$ cat config.mk
export PLATFORM = sky130hd
export DESIGN_NAME = johnson_phase_tracker_flat
export DESIGN_NICKNAME = d
export VERILOG_FILES = /design/src/rtl/johnson_phase_tracker_if.sv /design/src/rtl/johnson_phase_tracker.sv /design/src/flat_wrapper.sv
export SDC_FILE = /design/constraint.sdc
export NUM_CORES = 1
export LEC_CHECK = 0
export CAP_MARGIN = 15
export CORE_MARGIN = 5
export CORE_UTILIZATION = 40
export CTS_BUF_LIST = sky130_fd_sc_hd__clkbuf_8
export DETAILED_ROUTE_END_ITERATION = 16
export MAX_ROUTING_LAYER = met4
export PLACE_DENSITY = 0.64
export REMOVE_ABC_BUFFERS = 1
export SYNTH_ARGS = -nofsm -noshare
export SYNTH_HDL_FRONTEND = slang
export SYNTH_SLANG_ARGS = --single-unit
$ cat constraint.sdc
create_clock -name clk -period 2.4 [get_ports clk]
set_input_delay 0.48 -clock clk [delete_from_list [all_inputs] [get_ports clk]]
set_output_delay 0.48 -clock clk [all_outputs]
set_load 0.02 [all_outputs]
$ cat src/rtl/johnson_phase_tracker_if.sv
// rtl/johnson_phase_tracker_if.sv - sample/result bundle between a Johnson counter tap and the phase tracker
interface johnson_phase_tracker_if #(
    parameter int N     = 4,
    parameter int CNT_W = 8
);
    localparam int PW = $clog2(2 * N);

    logic             en;
    logic             clr;
    logic [N-1:0]     jc_q;
    logic [PW-1:0]    phase;
    logic             phase_valid;
    logic             locked;
    logic             step_err;
    logic             illegal;
    logic             rev_pulse;
    logic [CNT_W-1:0] rev_cnt;

    modport master (
        output en, clr, jc_q,
        input  phase, phase_valid, locked, step_err, illegal, rev_pulse, rev_cnt
    );

    modport slave (
        input  en, clr, jc_q,
        output phase, phase_valid, locked, step_err, illegal, rev_pulse, rev_cnt
    );
endinterface

$ cat src/rtl/johnson_phase_tracker.sv
// rtl/johnson_phase_tracker.sv - decodes Johnson codes to phases, checks advance, counts revolutions
module johnson_phase_tracker #(
    parameter int N          = 4,
    parameter int CNT_W      = 8,
    parameter int LOCK_STEPS = 2
) (
    input  logic                   clk,
    input  logic                   rst,
    johnson_phase_tracker_if.slave bus
);
    localparam int P  = 2 * N;
    localparam int PW = $clog2(P);
    localparam int SW = $clog2(LOCK_STEPS + 1);

    typedef enum logic [1:0] {SEEK, TRACK, FAULT} state_t;

    state_t           state;
    logic [SW-1:0]    step_cnt;
    logic [PW-1:0]    phase;
    logic             phase_valid;
    logic             locked;
    logic             step_err;
    logic             illegal;
    logic             rev_pulse;
    logic [CNT_W-1:0] rev_cnt;

    logic             dec_legal;
    logic [PW-1:0]    dec_phase;
    logic [PW-1:0]    next_phase;
    logic [SW-1:0]    step_inc;

    // Code for phase k: k<=N fills ones from bit 0; beyond N the ones retreat toward the MSB.
    function automatic logic [N-1:0] code_of(input int k);
        logic [N-1:0] c;
        for (int i = 0; i < N; i++)
            c[i] = (k <= N) ? (i < k) : (i >= k - N);
        return c;
    endfunction

    always_comb begin
        dec_legal = 1'b0;
        dec_phase = '0;
        for (int k = 0; k < P; k++) begin
            if (bus.jc_q == code_of(k)) begin
                dec_legal = 1'b1;
                dec_phase = PW'(k);
            end
        end
    end

    assign next_phase = (phase == PW'(P - 1)) ? '0 : phase + 1'b1;
    assign step_inc   = (step_cnt < SW'(LOCK_STEPS)) ? step_cnt + 1'b1 : step_cnt;

    always_ff @(posedge clk or negedge rst) begin
        if (!rst) begin
            state       <= SEEK;
            step_cnt    <= '0;
            phase       <= '0;
            phase_valid <= 1'b0;
            locked      <= 1'b0;
            step_err    <= 1'b0;
            illegal     <= 1'b0;
            rev_pulse   <= 1'b0;
            rev_cnt     <= '0;
        end else begin
            step_err  <= 1'b0;
            rev_pulse <= 1'b0;
            if (bus.clr) begin
                state       <= SEEK;
                step_cnt    <= '0;
                phase_valid <= 1'b0;
                locked      <= 1'b0;
                illegal     <= 1'b0;
                rev_cnt     <= '0;
            end else if (bus.en) begin
                case (state)
                    SEEK: begin
                        if (dec_legal) begin
                            phase       <= dec_phase;
                            phase_valid <= 1'b1;
                            step_cnt    <= '0;
                            state       <= TRACK;
                        end else begin
                            illegal     <= 1'b1;
                            phase_valid <= 1'b0;
                            locked      <= 1'b0;
                            state       <= FAULT;
                        end
                    end
                    TRACK: begin
                        if (!dec_legal) begin
                            illegal     <= 1'b1;
                            phase_valid <= 1'b0;
                            locked      <= 1'b0;
                            state       <= FAULT;
                        end else if (dec_phase == next_phase) begin
                            phase    <= dec_phase;
                            step_cnt <= step_inc;
                            if (step_inc == SW'(LOCK_STEPS))
                                locked <= 1'b1;
                            if (phase == PW'(P - 1)) begin
                                rev_pulse <= 1'b1;
                                rev_cnt   <= rev_cnt + 1'b1;
                            end
                        end else if (dec_phase != phase) begin
                            // Legal but out-of-order code: restart lock acquisition from here.
                            phase    <= dec_phase;
                            step_err <= 1'b1;
                            locked   <= 1'b0;
                            step_cnt <= '0;
                        end
                    end
                    default: ;
                endcase
            end
        end
    end

    assign bus.phase       = phase;
    assign bus.phase_valid = phase_valid;
    assign bus.locked      = locked;
    assign bus.step_err    = step_err;
    assign bus.illegal     = illegal;
    assign bus.rev_pulse   = rev_pulse;
    assign bus.rev_cnt     = rev_cnt;
endmodule
$ cat src/flat_wrapper.sv
// flat-port wrapper written by rule: the top's interface ports become plain ports
module johnson_phase_tracker_flat 
#(
    parameter int N          = 4,
    parameter int CNT_W      = 8,
    parameter int LOCK_STEPS = 2
)
  (clk, rst, bus_en, bus_clr, bus_jc_q, bus_phase, bus_phase_valid, bus_locked, bus_step_err, bus_illegal, bus_rev_pulse, bus_rev_cnt);
  johnson_phase_tracker_if #(.N(N), .CNT_W(CNT_W)) bus_i ();
  input  logic clk;
  input  logic rst;
  input wire logic [$bits(bus_i.en)-1:0] bus_en;
  input wire logic [$bits(bus_i.clr)-1:0] bus_clr;
  input wire logic [$bits(bus_i.jc_q)-1:0] bus_jc_q;
  output wire logic [$bits(bus_i.phase)-1:0] bus_phase;
  output wire logic [$bits(bus_i.phase_valid)-1:0] bus_phase_valid;
  output wire logic [$bits(bus_i.locked)-1:0] bus_locked;
  output wire logic [$bits(bus_i.step_err)-1:0] bus_step_err;
  output wire logic [$bits(bus_i.illegal)-1:0] bus_illegal;
  output wire logic [$bits(bus_i.rev_pulse)-1:0] bus_rev_pulse;
  output wire logic [$bits(bus_i.rev_cnt)-1:0] bus_rev_cnt;
  assign bus_i.en = bus_en;
  assign bus_i.clr = bus_clr;
  assign bus_i.jc_q = bus_jc_q;
  assign bus_phase = bus_i.phase;
  assign bus_phase_valid = bus_i.phase_valid;
  assign bus_locked = bus_i.locked;
  assign bus_step_err = bus_i.step_err;
  assign bus_illegal = bus_i.illegal;
  assign bus_rev_pulse = bus_i.rev_pulse;
  assign bus_rev_cnt = bus_i.rev_cnt;
  johnson_phase_tracker #(.N(N), .CNT_W(CNT_W), .LOCK_STEPS(LOCK_STEPS)) u_core (.clk(clk), .rst(rst), .bus(bus_i));
endmodule
==> results of run 1 <==
[layer usage]
metal	global-route usage (%)	wire, um
met5	-	0
met4	5.109	38
met3	4.376	105
met2	27.62	1648
met1	20.40	1471
[repair_timing]
action / in CTS / in global routing
setup buffers: 0 / 0
hold endpoints to repair: 0 / 0
endpoints found under the setup margin: 3 / 11
resized for setup: 3 / 8
pin swaps: 4 / 4
[critical path, delay by kind of cell (launching register included)]
kind | cells | cell delay [ns]
AOI/OAI and AO/OA | 2 | 0.61
adders and majority gates | 2 | 0.44
DFF | 1 | 0.41
and+or+nand+nor | 2 | 0.39
xor gates and xnor gates | 2 | 0.31
[flip-flops by register name, indices dropped and copies added, names as in the netlist]
signal                flops
u_core.bus.locked         1
u_core.step_cnt           2
u_core.bus.step_err       1
u_core.bus.rev_pulse      1
u_core.state              2
u_core.bus.rev_cnt        8
u_core.bus.illegal        1
u_core.bus.phase          3
[cells in the final DEF (no fill, tap or decap), types with 2 or more instances in the layout]
master and count:
sky130_fd_sc_hd__nand4b_1 4, sky130_fd_sc_hd__mux2i_1 4, sky130_fd_sc_hd__clkbuf_8 3, sky130_fd_sc_hd__nor2_1 17, sky130_fd_sc_hd__or2_2 2, sky130_fd_sc_hd__o221ai_1 2
sky130_fd_sc_hd__mux2_2 3, sky130_fd_sc_hd__dfrtp_1 19, sky130_fd_sc_hd__nand3_1 4, sky130_fd_sc_hd__o21ai_1 2, sky130_fd_sc_hd__nor4_4 2, sky130_fd_sc_hd__xnor2_1 8
sky130_fd_sc_hd__mux2_1 3, sky130_fd_sc_hd__or4_1 2, sky130_fd_sc_hd__o211ai_1 2, sky130_fd_sc_hd__a21oi_1 4, sky130_fd_sc_hd__nor3_1 3, sky130_fd_sc_hd__nand2_1 9
sky130_fd_sc_hd__o21ai_0 3, sky130_fd_sc_hd__nand2b_1 6, sky130_fd_sc_hd__buf_4 30, sky130_fd_sc_hd__clkdlybuf4s50_1 21, sky130_fd_sc_hd__ha_1 2, sky130_fd_sc_hd__and2_1 2
sky130_fd_sc_hd__inv_1 5, sky130_fd_sc_hd__xor2_1 2
[stage by stage]
stage / power (mW) / setup WS, ns / utilization, %
5_1_grt: 1.171 / -0.01596 / 58.63
6_report: 1.094 / 0.1238 / 58.63
2_1_floorplan: 0.6204 / -0.1216 / -
4_1_cts: 1.081 / 0.01386 / 57.25
3_5_place_dp: 0.8404 / -0.2447 / 55.25
3_3_place_gp: 0.8321 / -0.1891 / 55.25
[power breakdown]
| group | internal (mW) | total, mW | switching, mW |
|---|---|---|---|
| logic | 0.251 | 0.519 | 0.268 |
| clock network | 0.114 | 0.220 | 0.106 |
| registers | 0.338 | 0.356 | 0.0180 |
[cell type report]
type / instances / area, sq um
tap: 46 / 57.56
inverter: 4 / 15.01
timing repair buffer: 53 / 456.7
clock buffer: 3 / 41.29
multi-input combinational: 112 / 922.1
fill: 307 / 1391
clock inverter: 1 / 3.754
sequential: 19 / 475.5
[kinds of logic after synthesis]
group	Yosys count
simple gates	61
compound gates	25
flops	19
xor+xnor	11
mux	11
buf+inv	10
fa+ha+maj	4
[final timing paths]
kind	start	end	slack, ns
setup / recovery	u_core.bus.phase[0]	u_core.bus.rev_cnt[6]	0.12
hold / removal	u_core.bus.illegal	u_core.bus.illegal	0.51
setup reg to reg	u_core.bus.phase[0]	u_core.bus.rev_cnt[6]	0.12
hold reg to reg	u_core.bus.illegal	u_core.bus.illegal	0.51
max in group asynchronous	rst	u_core.state[0]	1.64
min in group asynchronous	rst	u_core.bus.phase[0]	0.56
==> results.md, run 1 <==
Yosys:
- Sorting the synthesized cells by how often they occur yields sky130_fd_sc_hd__dfrtp_1 (19), sky130_fd_sc_hd__nor2_1 (17), sky130_fd_sc_hd__nand2_1 (9).
- The most common cell in the netlist is sky130_fd_sc_hd__dfrtp_1.
- Of all flip-flops after synthesis, the portion carrying an async set or reset was 100.0%.
- After Yosys synthesis, XOR and XNOR cells account for about 7% of the synthesized area.
- In this run, synthesis inferred 0 flip-flops with an integrated enable.
- After synthesis, the share of cell area in mux cells is 9.361%.
- The portion of synthesized cell area occupied by the leading cell type is 34.20%.
- Each instance of the synthesized netlist takes up on average slightly below 10 sq um.
- The mapped netlist covers between 1000 and 1500 sq um.
- The sequential-to-total area share from yosys stat is 34.20%.
- The synthesized-area fraction occupied by ao, oa, aoi and oai cells is between 10% and 20%.
- The number of library cell types mapped by synthesis is 47.
- The synthesized design contains 19 register bits.
- The library cell occupying the most area in the post-synthesis netlist is sky130_fd_sc_hd__dfrtp_1.
- The number of standard cells after synthesis is 141.
- In the synthesized netlist the dominant register cell turns out to be sky130_fd_sc_hd__dfrtp_1.
- The post-synthesis simple-gate area fraction is a little over a quarter.
- The warning count from the yosys run is 0.
- After synthesis, the cell types taking the most area are sky130_fd_sc_hd__dfrtp_1 (34%), sky130_fd_sc_hd__xnor2_1 (5.0%), sky130_fd_sc_hd__nor2_1 (4.6%).
- After synthesis, the largest family of logic cells by area is simple AND/OR/NAND/NOR gates.
- The adder-cell area share of the yosys netlist is 3.600%.

Critical path:
- For the worst setup path, the data arrival time is 2.42 ns.
- The delay of the slowest cell on the worst path is 0.43 ns.
- The cell with the largest stage delay on the worst path is sky130_fd_sc_hd__o32ai_4.
- Counting cells, the worst reg-to-reg path comes to 8.
- The required time of the critical path is 2.55 ns.
- The signal on the critical path passes through ha_2 > ha_4 > xor2_1 > o32ai_4 > o21ai_4 > nor4_2 > xnor2_1 > nor2_1.
- The maximum fanout along the worst path is 8.
- The critical path is of the flop to flop type.
- STA classifies the critical path startpoint as a flop.
- STA classifies the critical path endpoint as a flop.

Global routing:
- The initial antenna violation count is 0.
- Entering global routing, the biggest net connects 20 pins.
- The via count of the first global-routing pass is ~1,300.
- Global routing used 16.88% of the available tracks across all layers.
- The first global-routing pass estimated 5.906 mm of wire.
- For this run the aggregate overflow at the end of global routing stands at 0.

Cells and area:
- The net count of the finished layout is 205.
- The area added between synthesis and finish is 41.85%.
- The final instance count without filler cells is 238.
- The post-route netlist has 29.69% of its cells at a drive strength greater than 1.
- The finished layout cell area is 1972 sq um.
- The number of antenna repair diodes is 0.

Die:
- The number of placed I/O pins is 24.
- The placeable core region is 3363 sq um.
- From left edge to right edge, the die measures around 70 um.
- The area of the die is 4754 sq um.
- The height of the chip is between 60 and 70 um.
- The row count is 21.
- Once the floorplan was initialized, standard cells occupied about two fifths of the core.

CTS:
- After clock tree synthesis, the flow added hold-fix buffers numbering 0.
- The clock tree buffer depth is 2.
- In this run the number of H-tree levels came out at 1.
- The number of buffers inserted during clock tree synthesis is 3.
- The TritonCTS clock tree is built.
- The register clock-pin slew on the reported worst setup and hold paths is 0.07 ns.
- The latest clock arrival within the worst-skew pair is ~0.26 ns.
- The TritonCTS sink count is 19.
- The root buffer selected by CTS is sky130_fd_sc_hd__clkbuf_8.

Timing:
- The max-slew violation count is 0.
- On the final layout, the worst hold slack is 0.5063 ns.
- The slew at the pin closest to its max-slew limit is a little over 0.4 ns.
- Clock skew on the completed layout was measured at 0.006446 ns.
- The final total negative setup slack is 0 ns.
- Setup violations remaining at the end of the flow were counted as 0.
- Static timing analysis puts the maximum clock frequency at 439.3 MHz.
- The hold violation count in the final report is 0.
- The period utilization is 94.84%.
- The normalized max-slew margin is 72.59%.
- The post-layout minimum cycle time is 2.276 ns.

Hold path:
- The cell depth of the worst hold path is 2.
- The worst hold path belongs to the class flop to flop.

Placement:
- The half-perimeter wire length of the detailed placement result is roughly 2.6 mm.
- Once placement finished, the instance area stood at roughly 1900 sq um.
- The routability-driven placement congestion ratio is just under 0.9.
- The number of placed instances, taps included, is between 200 and 250.
- During placement, the flow inserted port buffers numbering 23.

Power and ir drop:
- Summed over all cells, the static leakage comes to 0.8093 nW.
- Across the VDD grid, the largest voltage drop is 0.3462 mV.
- The areal power density over the cells is 555.0 nW/um^2.

Routing:
- The detailed-route via count is approximately 1,200.
- The count of TritonRoute iterations in the first routing pass is 4.
- After detailed routing, the number of remaining DRC violations is 0.
- The total routed wirelength is ~3.3 mm.
- The routed wirelength normalized by instance count is 13.71 um.
- In the routed layout, each cell is associated on average with a via count of 5.097.
- In this run, the number of DRC markers left after iteration 0 of detailed routing was 17.
- The number of nets with antenna violations after routing is 0.

Run:
- The number of max-capacitance violations reported is 0.

Run status:
- The run finished with clean final reports.
No activity file was read; power rests on OpenSTA's default activity.
==> run 2, diff against run 1 <==
--- a/config.mk
+++ b/config.mk
@@ -10,8 +10,10 @@
 export CORE_UTILIZATION = 40
 export CTS_BUF_LIST = sky130_fd_sc_hd__clkbuf_8
 export DETAILED_ROUTE_END_ITERATION = 16
+export HOLD_SLACK_MARGIN = 0.02
 export MAX_ROUTING_LAYER = met4
 export PLACE_DENSITY = 0.64
+export RECOVER_POWER = 25
 export REMOVE_ABC_BUFFERS = 1
 export SYNTH_ARGS = -nofsm -noshare
 export SYNTH_HDL_FRONTEND = slang
==> run 2 against run 1 <==
Count of clock-buffer cells in the layout is the same. Power shrank 0.12%. Global-route usage is the same. Sequential power is essentially flat. Sequential cell count is the same. Largest cell class unchanged. Non-clock buffer count is the same. Combinational power is essentially flat. Sequential share of layout area is essentially flat. Critical endpoint unchanged.
==> results.md, run 2 (synthesis results as in run 1) <==
Run:
- Max-cap violations in this run came to 0.

CTS:
- The latest clock arrival within the worst-skew pair is 0.26 ns.
- The TritonCTS clock tree is built.
- The clock tree buffer depth is 2.
- The register clock-pin slew on the reported worst setup and hold paths is 0.07 ns.
- The clock drives 19 sinks.
- The cell sitting at the root of the clock tree is a sky130_fd_sc_hd__clkbuf_8.
- In this run the number of H-tree levels came out at 1.
- Counting the buffers created by CTS gives 3.

Power and ir drop:
- Summed over all cells, the static leakage comes to 0.8059 nW.
- The switching share of power is 35.78%.
- Sequential cells account for roughly a third of the total power.
- The internal portion of total power is about 0.70 mW.
- Overall power consumption after layout is estimated at 1.093 mW.
- In this run the power density over the cells is 555.4 nW/um^2.
- For this design the total switching power over the nets is 0.3911 mW.
- The maximum vdd drop is between 0.3 and 0.4 mV.
- The part of the power in combinational logic is between 40% and 50%.
- Of the total power, the clock network draws between 20% and 30%.

Cells and area:
- The number of fill cells in the layout is 309.
- The share of layout cells above drive strength 1 is 29.17%.
- The flip-flop count of the largest register after layout is 8.
- Compared with the post-synthesis result, the final layout area differs by 41.58%.
- 0 antenna diodes ended up in the layout.
- After the last flow step, the layout net total stands at 205.
- The largest registers in the layout are u_core.bus.rev_cnt: 8 flops, u_core.bus.phase: 3 flops.
- The top cell types in the final layout, fill and taps aside, are sky130_fd_sc_hd__buf_4 (29), sky130_fd_sc_hd__clkdlybuf4s50_1 (20), sky130_fd_sc_hd__dfrtp_1 (19).
- The most common cell after layout, fill and taps aside is sky130_fd_sc_hd__buf_4.
- Summing all non-filler instances in the final layout gives an area of 1968 sq um.
- The most flop-heavy register is u_core.bus.rev_cnt.

Timing:
- The post-layout worst setup margin is 0.1226 ns.
- After layout, the worst path uses 94.89% of the clock period.
- The hold violation count in the final report is 0.
- The normalized max-slew margin is between 30 and 40%.
- The max-slew violation count is 0.
- The final number of setup-violating endpoints is 0.
- At the pin with the least slew margin, the transition time is 1.012 ns.
- The worst path in the final design needs a cycle of 2.277 ns, including I/O delays and setup.
- Timing would allow up to roughly 440 MHz.
- Across the routed clock network, the largest skew measured is 0.006522 ns.

Run status:
- The flow ran to the end, and the final reports show no timing, DRC or antenna violations.

Die:
- The row count is 21.
- The placeable core region is 3363 sq um.
- The starting density of the core is 41.33%.
- The die covers 4754 sq um.
- The number of placed I/O pins is 24.
- From left edge to right edge, the die measures 68.95 um.
- The height of the chip is 68.95 um.

Critical path:
- The type of element launching the critical path is a flop.
- The required time of the critical path is approximately 2.6 ns.
- The worst setup path is captured at a flop.
- The data arrival time of the worst path is 2.42 ns.
- For flop-to-flop paths, the worst setup slack is between 0.1 and 0.15 ns.
- The critical path class is flop to flop.
- Along the worst path, the maximum fanout reaches 8.

Routing:
- The remaining design rule violation count is 0.
- Summed over all nets, wire length on met2 after detailed routing comes to 1.660 mm.
- In this run the top signal layer used is met4.
- The number of nets with antenna violations after routing is 0.
- For this block, the routed nets add up to 3.262 mm of wire.
- The total routed wire length on the met1 layer is 1.458 mm.
- The detailed router's first-iteration violation count is 33.
- The per-cell via count in the routed design is about 5.1.
- Across all layers, the routed design uses ~1,200 vias.
- The first detailed-routing pass took 4 iterations.
- The routed length on met3 is between 100 and 150 um.
- The routed wirelength normalized by instance count is 13.71 um.

Placement:
- The routability-driven placement congestion ratio is between 0.8 and 0.9.
- The post-placement cell area is between 1500 and 2000 sq um.
- Once detailed placement completed, the half-perimeter wirelength came to 2.631 mm.
- The post-placement worst setup slack is -0.2447 ns.
- Buffers placed on the I/O ports in this run total 23.

Hold path:
- The type of the worst min-delay path is flop to flop.

Global routing:
- Global routing used around 17% of the available tracks.
- Entering global routing, the biggest net connects 20 pins.
- The via count of the first global-routing pass is 1,289.
- The initial antenna violation count is 0.
- The first global-routing pass estimated 5.906 mm of wire.
- The global route total overflow is 0.
[run 2: power groups by stage]
stage / Clock, mW / Combinational (mW) / Sequential, mW
finish: 0.219 / 0.518 / 0.356
global route: 0.245 / 0.566 / 0.360
CTS: 0.225 / 0.500 / 0.356
detailed placement: 0 / 0.480 / 0.360
global placement: 0 / 0.473 / 0.359
floorplan: 0 / 0.230 / 0.391
[run 2: routing by layer]
layer  up-vias  global-route usage [%]
met4         0                   5.109
met2        13                   27.62
met3         5                   4.376
met1       585                   20.40
li1        613                       -
met5         -                       -
[run 2: per-stage QoR]
stage	utilization, %	std cells	hold WS [ns]	setup TNS (ns)
after floorplan	-	135	0.1844	-0.3131
after global placement	55.25	234	0.4854	-2.052
after detailed placement	55.25	234	0.4930	-2.525
after CTS	57.25	238	0.5130	0
after global routing	58.52	238	0.5620	-0.02947
final	58.52	238	0.5063	0
[run 2: final timing paths]
check / startpoint / to / cells past startpoint
max in group asynchronous: rst / u_core.state[1] / 2
setup / recovery: u_core.bus.phase[0] / u_core.bus.rev_cnt[6] / 8
hold reg to reg: u_core.bus.illegal / u_core.bus.illegal / 2
setup reg to reg: u_core.bus.phase[0] / u_core.bus.rev_cnt[6] / 8
hold / removal: u_core.bus.illegal / u_core.bus.illegal / 2
min in group asynchronous: rst / u_core.bus.phase[0] / 2
[run 2: repair_timing]
item,CTS,global route
endpoints found under the setup margin,3,11
resized for setup,3,8
setup buffers,0,0
pin swaps,4,4
hold buffers,0,0
hold endpoints to repair,0,0
[run 2: critical path, cell delays in order (launching register included)]
cell and delay [ns]:
sky130_fd_sc_hd__dfrtp_1 0.41, sky130_fd_sc_hd__ha_2 0.21, sky130_fd_sc_hd__ha_4 0.23, sky130_fd_sc_hd__xor2_1 0.16, sky130_fd_sc_hd__o32ai_4 0.43, sky130_fd_sc_hd__o21ai_4 0.18, sky130_fd_sc_hd__nor4_2 0.34, sky130_fd_sc_hd__xnor2_1 0.15
sky130_fd_sc_hd__nor2_1 0.05
[run 2: final cells by class]
cell class	count	area, sq um	share of cell area [%]
well taps	46	57.56	2.924
clock inverters	1	3.754	0.1907
multi-input cells	112	922.1	46.85
inverters	4	15.01	0.7629
flip-flops and latches	19	475.5	24.16
repair buffers	53	452.9	23.01
clock buffers	3	41.29	2.098
